$ cat src/rtl/system_timer.sv
// system_timer: 64-bit down-counting tick timer, 32-bit register bus, level irq; SYSTIMER_SNAPSHOT_EN adds an atomic VAL_H shadow
module system_timer #(
  parameter logic [63:0] LOAD_RST = 64'h0
) (
  input  logic        clk,
  input  logic        rst,
  input  logic        sel,
  input  logic [2:0]  addr,
  input  logic [31:0] wdata,
  input  logic        wen,
  output logic [31:0] rdata,
  output logic        irq
);
  logic        enable, tickint, countflag;
  logic [63:0] load, counter;
  logic        wr, val_wr, ctrl_rd, tc;
  logic [31:0] val_h;
  assign wr      = sel & wen;
  assign val_wr  = wr & (addr == 3'd2 | addr == 3'd4);
  assign ctrl_rd = sel & ~wen & (addr == 3'd0);
  assign tc      = enable & ~val_wr & (counter == 64'd0);
  assign irq     = countflag & tickint;
  always_ff @(posedge clk)
    if (rst) begin
      enable    <= 1'b0;
      tickint   <= 1'b0;
      countflag <= 1'b0;
      load      <= LOAD_RST;
      counter   <= LOAD_RST;
    end else begin
      if (wr & addr == 3'd0) begin
        enable  <= wdata[0];
        tickint <= wdata[1];
      end
      if (wr & addr == 3'd1) load[31:0] <= wdata;
      if (wr & addr == 3'd3) load[63:32] <= wdata;
      counter   <= (val_wr | tc) ? load : enable ? counter - 64'd1 : counter;
      countflag <= val_wr ? 1'b0 : tc ? 1'b1 : ctrl_rd ? 1'b0 : countflag;
    end
`ifdef SYSTIMER_SNAPSHOT_EN
  logic [31:0] shadow;
  always_ff @(posedge clk)
    if (rst) shadow <= '0;
    else if (val_wr) shadow <= load[63:32];
    else if (sel & ~wen & addr == 3'd2) shadow <= counter[63:32];
  assign val_h = shadow;
`else
  assign val_h = counter[63:32];
`endif
  always_comb begin
    rdata = '0;
    case (addr)
      3'd0: rdata = {15'd0, countflag, 14'd0, tickint, enable};
      3'd1: rdata = load[31:0];
      3'd2: rdata = counter[31:0];
      3'd3: rdata = load[63:32];
      3'd4: rdata = val_h;
      default: rdata = '0;
    endcase
  end
endmodule

$ cat config.mk
export PLATFORM = sky130hd
export DESIGN_NAME = system_timer
export DESIGN_NICKNAME = d
export VERILOG_FILES = /design/src/rtl/system_timer.sv
export SDC_FILE = /design/constraint.sdc
export NUM_CORES = 1
export LEC_CHECK = 0
export BUFFER_PORTS_ARGS = -buffer_cell sky130_fd_sc_hd__buf_2
export CAP_MARGIN = 10
export CORE_UTILIZATION = 59
export DETAILED_ROUTE_END_ITERATION = 10
export PLACE_DENSITY_LB_ADDON = 0.3
export SYNTH_ARGS = -nofsm -noshare
export SYNTH_HDL_FRONTEND = slang
export SYNTH_SLANG_ARGS = --single-unit
$ cat constraint.sdc
create_clock -name clk -period 7 [get_ports clk]
set_input_delay 1.05 -clock clk [delete_from_list [all_inputs] [get_ports clk]]
set_output_delay 1.05 -clock clk [all_outputs]
set_load 0.01 [all_outputs]
==> Yosys cells after proc, flatten, opt, wreduce, memory -nomap -nowiden <==
Cells that the tools add are included.
{ "word_totals": {"in_bits": 39, "out_inout_bits": 33, "ff_bits": 131} }
{ "op_classes": {"n_reduce_logical": 5, "n_mux": 5, "bitwise": 14, "n_eq_ne": 4, "add_sub_neg": 1} }
{ "op_table": {"columns": ["op", "count"], "rows": [
  ["one-hot mux 32 bit (5 select lines)", 1],
  ["2-to-1 mux 64 bit", 2],
  ["zero test 64 bit", 1],
  ["subtractor 64 x 1 -> 64 bit, second input constant", 1],
  ["AND 1 bit", 10],
  ["equality test 3 x 2 -> 1 bit, second input constant", 2],
  ["nonzero test 2 bit", 2],
  ["equality test 3 x 1 -> 1 bit, second input constant", 1],
  ["equality test 3 bit, second input constant", 1],
  ["zero test 3 bit", 1],
  ["2-to-1 mux 1 bit", 2],
  ["NOT 1 bit", 2],
  ["bitwise OR 1 bit", 2],
  ["OR reduction 2 bit", 1]
]} }

==> Depth between registers and ports, before layout <==
Gate-level depths: netlist of the first run.
{ "logic_depth": {"ltp_word": 8, "depth_mapped": 10} }

==> Worst setup path after synthesis of the first run <==
OpenSTA, ideal clock, no wires.
{ "synth_path": {"kind": "input port to output port", "start": "in addr[1]", "end": "out rdata[12]", "path_slack_ns": 3.497, "t_arrival_ns": 2.453, "stages": 6, "required_time_ns": 5.950, "cell_sequence": "clkbuf_1 -> inv_1 -> nor2_1 -> clkbuf_1 -> buf_1 -> a221o_1"} }
{ "synth_between": {"elab_chain_len": 2, "elab_cells_between_ends": 6, "classes_between": "4 x eq/ne; 1 x mux; 1 x reduce/logical"} }
{ "synth_rtl": {"columns": ["item", "line", "text"], "rows": [
  ["from (decl)", "8", "input logic [2:0] addr,"],
  ["equality test 3 bit, or another cell as far along", "52", "case (addr)"],
  ["one-hot mux 32 bit (5 select lines) *", "52", null],
  ["to (decl)", "11", "output logic [31:0] rdata,"]
]} }
Mark *: on every way between the ends. The rest lies on a longest branch, timed or not.

==> Worst setup path after layout of the first run <==
{ "layout_path": {"start": "in addr[2]", "end": "out rdata[30]"} }
The elaborated chain is that of the path after synthesis.

==> qor.csv, run 1 <==
metric;value;unit
headroom to the max-slew limit;17.98;%
Residual DRC;0;
WL/cell;21.18;µm
worst-margin pin slew;1.224;ns
largest net degree at the start of global routing;96;
worst path arrival time;2.81;ns
DRT Pass-1 Iters;6;
Final Cell Area;0.007636;mm²
Non-Filler Instances;992;
Nets;879;
Post-CTS Setup Bufs;0;
placed cell count;960;
Syn Area/Cell;8.315;µm²
crit path capture type;output port;
Max Freq;0.2593;GHz
Starting Density;60.94;%
FF+latch count, synth;131;
grt ovf;0;
Top-Level Pins;72;
critical path type;in -> out;
sequential power share;41.4;%
Max-Cap Viols;0;
Power Density;252.5;mW/mm²
row cnt;38;
sw power;515.3;µW
Synth area leaders;dfxtp_1 40%, nand2_1 8.4%, a211oi_2 5.8%;
CTS tree;built;
Worst-Skew Late Latency;0.54;ns
Final Hold Viols;0;
routed vias/inst;6.653;
Worst Skew;0.006013;ns
Comb power frac;11.0;%
power consumption;1928;µW
Seq/Total Area, Yosys;39.52;%
clock-pin slew on the worst setup and hold paths;0.06;ns
global-route wire length before repair;32860;µm
internal power;1413;µW
clock share of power;47.6;%
total clock sinks;131;
full die area;0.01167;mm²
clock buffer depth;2;
Req. time, crit path;5.95;ns
status;finished clean;
Distinct cells, synth;43;
Net Count, Synth;838;
Slew Limit Fails;0;
H-Tree Depth;4;
crit start category;primary input;
CP startpoint;addr[2];
Routed Antenna Nets;0;
Post-synth ARST share;0;%
total number of vias;6600;
gr usage total;37.16;%
RSZ-0062 raised after global routing;no;
Leak;0.002846;µW
share of cells above drive strength 1;18.31;%
hold_sp;load[41];
final number of setup-violating endpoints;0;
Chip Height;108.0;µm
final period utilization;55.09;%
fin util;70.13;%
cell with the most instances after synthesis;nand2_1;
vias in the first global route;6126;
Layout area overhead;15.09;%
antenna violations before repair;0;
Synth Cell Area;0.006635;mm²
DP HPWL;14170;µm
dpl cell area;0.007030;mm²
dominant cell type by area after synthesis;dfxtp_1;
Die W;108.0;µm
Post-synth EDFFs;0;
Root Buffer;clkbuf_8;
YS warnings;0;
routability cong.;0.9630;
Num CTS Buffers;17;
Primary FF master, synth;dfxtp_1;
HP Class;reg -> reg;
Switching Fraction;26.73;%
Final Routed Wirelength;21010;µm
Synth top area share;39.52;%
initial drt markers;998;
critical-path maximum fanout;18;
Core Footprint;0.01089;mm²
worst vdd ir;191.2;µV
Mapped Cells;798;
worst r2r src;counter[3];
setup TNS;0;ns
cells resized by post-CTS repair;0;
Port Buffers;71;
hold buffers post-CTS;0;
Inserted Diodes;0;
synth cell count leaders;149 x nand2_1, 131 x dfxtp_1, 91 x nor2_1;
crit path time final;3.856;ns
-- critical path: stages --
cell	delay, ns
buf_2	0.14
nand2b_1	0.28
nor2_2	0.52
buf_4	0.36
a22o_1	0.19
a221o_1	0.12
buf_2	0.13
-- per-layer routing --
layer	GRT usage, %	part of all wire [%]	vias up
met5	0	0	-
met4	17.51	3.5	0
met3	10.97	13	73
met2	53.96	43	439
met1	50.30	41	3129
li1	-	-	2959
-- through the flow --
stage / setup WS [ns] / hold WS [ns]
after detailed placement: 3.194 / 0.4638
after global placement: 3.265 / 0.4589
final: 3.144 / 0.4720
after floorplan: 3.497 / 0.4480
after CTS: 3.206 / 0.4720
after global routing: 3.041 / 0.4896
-- power by group through the flow --
stage / clock network, µW / registers, µW / logic (µW)
finish: 918 / 798 / 211
global route: 953 / 800 / 226
CTS: 919 / 796 / 205
detailed placement: 0 / 812 / 203
global placement: 0 / 811 / 197
floorplan: 0 / 802 / 148
-- area by class of cell --
type | count | area [µm²]
inverter | 3 | 11.26
sequential | 131 | 2623
clock buffer | 19 | 421.7
clock inverter | 13 | 183.9
timing repair buffer | 82 | 440.4
fill | 842 | 3252
tap | 140 | 175.2
multi-input combinational | 604 | 3781
-- flip-flops by register name, indices dropped and copies added (netlist names) --
| register | flops |
|---|---|
| counter | 64 |
| load | 64 |
| countflag | 1 |
| enable | 1 |
| tickint | 1 |
-- worst paths after layout --
| kind | endpoint | cells past startpoint | slack [ns] |
|---|---|---|---|
| max | rdata[30] | 7 | 3.14 |
| min | load[41] | 2 | 0.47 |
| max reg2reg | counter[49] | 7 | 3.55 |
| min reg2reg | load[41] | 2 | 0.47 |
-- cells in the final DEF, fill, tap and decap left out, types with 4 or more instances in the layout --
cell / netlist / layout
dfxtp_1: 131 / 131
nand2_1: 149 / 149
a211oi_2: 31 / 31
o21ai_0: 4 / 4
xor2_1: 26 / 26
nand2b_1: 4 / 4
or3_1: 4 / 4
buf_2: 5 / 70
buf_4: 1 / 12
mux2i_1: 6 / 6
nor2_1: 91 / 89
nand3b_1: 4 / 4
a211oi_1: 29 / 29
bufinv_16: 0 / 4
nor3_1: 19 / 16
a22o_1: 29 / 29
xnor2_1: 33 / 33
a21oi_1: 65 / 65
clkinvlp_4: 0 / 6
a221o_1: 32 / 32
nand3_1: 20 / 19
a311oi_1: 4 / 4
clkbuf_16: 0 / 16
or4_1: 6 / 6
nor3_2: 2 / 5
nor4_1: 20 / 20
-- kinds of logic after synthesis --
| logic type | Yosys count | share of synthesized area (%) |
|---|---|---|
| fa+ha+maj | 1 | 0.1885 |
| xor+xnor | 59 | 7.788 |
| compound gates | 198 | 23.99 |
| simple gates | 340 | 23.44 |
| buf+inv | 63 | 4.167 |
| mux | 6 | 0.9052 |
| flops | 131 | 39.52 |
No activity file was read; power rests on OpenSTA's default activity.
==> inputs of run 2 (changes only) <==
--- a/config.mk
+++ b/config.mk
@@ -5,9 +5,10 @@
 export SDC_FILE = /design/constraint.sdc
 export NUM_CORES = 1
 export LEC_CHECK = 0
+export ABC_AREA = 1
 export BUFFER_PORTS_ARGS = -buffer_cell sky130_fd_sc_hd__buf_2
 export CAP_MARGIN = 10
-export CORE_UTILIZATION = 59
+export CORE_UTILIZATION = 55
 export DETAILED_ROUTE_END_ITERATION = 10
 export PLACE_DENSITY_LB_ADDON = 0.3
 export SYNTH_ARGS = -nofsm -noshare
==> constraint.sdc (replaced) <==
create_clock -name clk -period 3.4 [get_ports clk]
set_input_delay 0.51 -clock clk [delete_from_list [all_inputs] [get_ports clk]]
set_output_delay 0.51 -clock clk [all_outputs]
set_load 0.01 [all_outputs]
==> run 2 against run 1 <==
Against the previous run:
- non-clock buffer count rose by 4
- largest power group is now combinational cells
- critical endpoint is now rdata[15]
- via count rose by 48%
- final cell count rose by 70%
- count of clock-buffer cells in the layout fell by 1
- first-iteration DRC count rose by 40%
- highest routed layer unchanged
- worst hold slack got worse by 0.13 ns
- sequential power rose by 110%
- clock power rose by 96%
- routed wire length rose by 47%
- sequential cell count did not move
- largest cell class unchanged
==> qor.csv, run 2 <==
metric;value;unit
critical-path maximum fanout;28;
main combinational cell family by area after synthesis;simple AND/OR/NAND/NOR gates;
Synth Cell Area;0.008441;mm²
FF+latch count, synth;131;
CP delay by family, top;buffers and inverters;
status;finished clean;
final period utilization;72.37;%
Num CTS Buffers;17;
Net Count, Synth;1489;
Distinct cells, synth;32;
H-Tree Depth;4;
Synth top area share;31.07;%
share of cells above drive strength 1;9.746;%
worst-margin pin slew;0.9922;ns
Starting Density;57.21;%
grt ovf;0;
clock-pin slew on the worst setup and hold paths;0.06;ns
Post-synth ARST share;0;%
Post-synth EDFFs;0;
final number of setup-violating endpoints;0;
Seq/Total Area, Yosys;31.07;%
xor-xnor portion of the synthesized cell area;1.349;%
Max Freq;0.4064;GHz
YS warnings;0;
routability cong.;1.001;
simple-gate share of the synthesized area;49.26;%
initial drt markers;1402;
Top Registers;counter x64, load x64;
Port Buffers;71;
Leak;0.004683;µW
RSZ-0062 raised after global routing;no;
Max-Cap Viols;0;
Post-CTS Setup Bufs;0;
Compound-Gate Fraction of Synth Area;9.769;%
crit start category;primary input;
vias in the first global route;8897;
Synth area leaders;dfxtp_1 31%, nand2_1 19%, nor2_1 16%;
Residual DRC;0;
Power Density;643.9;mW/mm²
synth cell count leaders;432 x nand2_1, 365 x nor2_1, 131 x dfxtp_1;
Primary FF master, synth;dfxtp_1;
worst path arrival time;1.95;ns
Top-Level Pins;72;
Synth Area in Adders;0.1482;%
fin util;63.71;%
HP Class;in -> reg;
clock buffer depth;2;
setup TNS;0;ns
global-route wire length before repair;48430;µm
worst vdd ir;453.3;µV
Routed Antenna Nets;0;
dominant cell type by area after synthesis;dfxtp_1;
Chip Height;125.9;µm
Syn Area/Cell;5.825;µm²
Inserted Diodes;0;
Mapped Cells;1449;
Slowest cell on crit path;inv_2;
cell with the most instances after synthesis;nand2_1;
cells resized by post-CTS repair;0;
most common cell after layout, fill and taps aside;nand2_1;
Root Buffer;clkbuf_16;
largest net degree at the start of global routing;91;
full die area;0.01585;mm²
Die W;125.9;µm
Worst-Skew Late Latency;0.43;ns
slowest stage delay, CP;0.49;ns
Crit path buffers/inverters;3;
total clock sinks;131;
routed vias/inst;5.805;
crit path time final;2.460;ns
antenna violations before repair;0;
row cnt;44;
DP HPWL;22030;µm
WL/cell;18.38;µm
Worst Skew;0.006127;ns
Final Routed Wirelength;30910;µm
crit path capture type;output port;
total number of vias;9764;
DRT Pass-1 Iters;5;
Nets;1525;
critical path type;in -> out;
Core Footprint;0.01475;mm²
mux share of post-synthesis cell area;0;%
most frequent cells in the layout;432 x nand2_1, 365 x nor2_1, 131 x dfxtp_1;
CP Cell Sequence;buf_2, nor2_1, nand2_1, inv_2, nand2_1, o2111ai_1, buf_2;
hold buffers post-CTS;0;
gr usage total;39.82;%
Layout area overhead;11.37;%
CTS tree;built;
Slew Limit Fails;0;
Final Hold Viols;0;
Req. time, crit path;2.89;ns
headroom to the max-slew limit;33.85;%
## run 2: logic make-up after synthesis
kind of cell / count (synthesis)
buffers and inverters: 173
AND/OR/NAND/NOR: 992
flip-flops: 131
adder cells (fa/ha/maj): 1
AO/OA/AOI/OAI: 139
XOR/XNOR: 13
## run 2: per-stage QoR
| step | area [µm²] | total power [µW] | hold slack [ns] | instances | setup slack [ns] |
|---|---|---|---|---|---|
| finish | 9400 | 6052 | 0.3407 | 1682 | 0.9395 |
| global placement | 8831 | 4148 | 0.4664 | 1650 | 0.9952 |
| floorplan | 8441 | 3463 | 0.4526 | 1449 | 1.418 |
| CTS | 9400 | 5972 | 0.3437 | 1682 | 0.9712 |
| detailed placement | 8831 | 4172 | 0.4779 | 1650 | 0.9711 |
| global route | 9400 | 6378 | 0.3394 | 1682 | 0.7817 |
## run 2: where the power goes
part           switching [µW]  internal (µW)
clock network             778           1030
registers                91.0           1590
logic                    1810            754
## run 2: worst min-delay path: cells and delay by family
family	cells	cell delay, ns
buffers and inverters	1	0.08
AOI/OAI and AO/OA	1	0.07
and+or+nand+nor	1	0.07
## run 2: cell type report
cell class,count,area [µm²]
Clock buffer,18,429.2
Clock inverter,14,140.1
Fill cell,1474,5354
Inverter,104,390.4
Multi-Input combinational cell,1145,5120
Sequential cell,131,2623
Tap cell,184,230.2
Timing Repair Buffer,86,467.9
## run 2: path summary, 6_finish.rpt
kind                             startpoint           to  slack (ns)  cells past startpoint
worst max-delay path                addr[1]    rdata[15]        0.94                      7
worst min-delay path              wdata[20]     load[52]        0.34                      3
worst max register to register  counter[44]  counter[45]        1.07                     11
worst min register to register      tickint      tickint        0.49                      2
## run 2: metal layers
layer	vias up	GRT usage, %	wire length, µm
met5	-	0	0
met4	0	12.33	749
met3	55	10.83	4180
met2	623	58.69	13270
met1	4378	56.26	12710
li1	4708	-	-
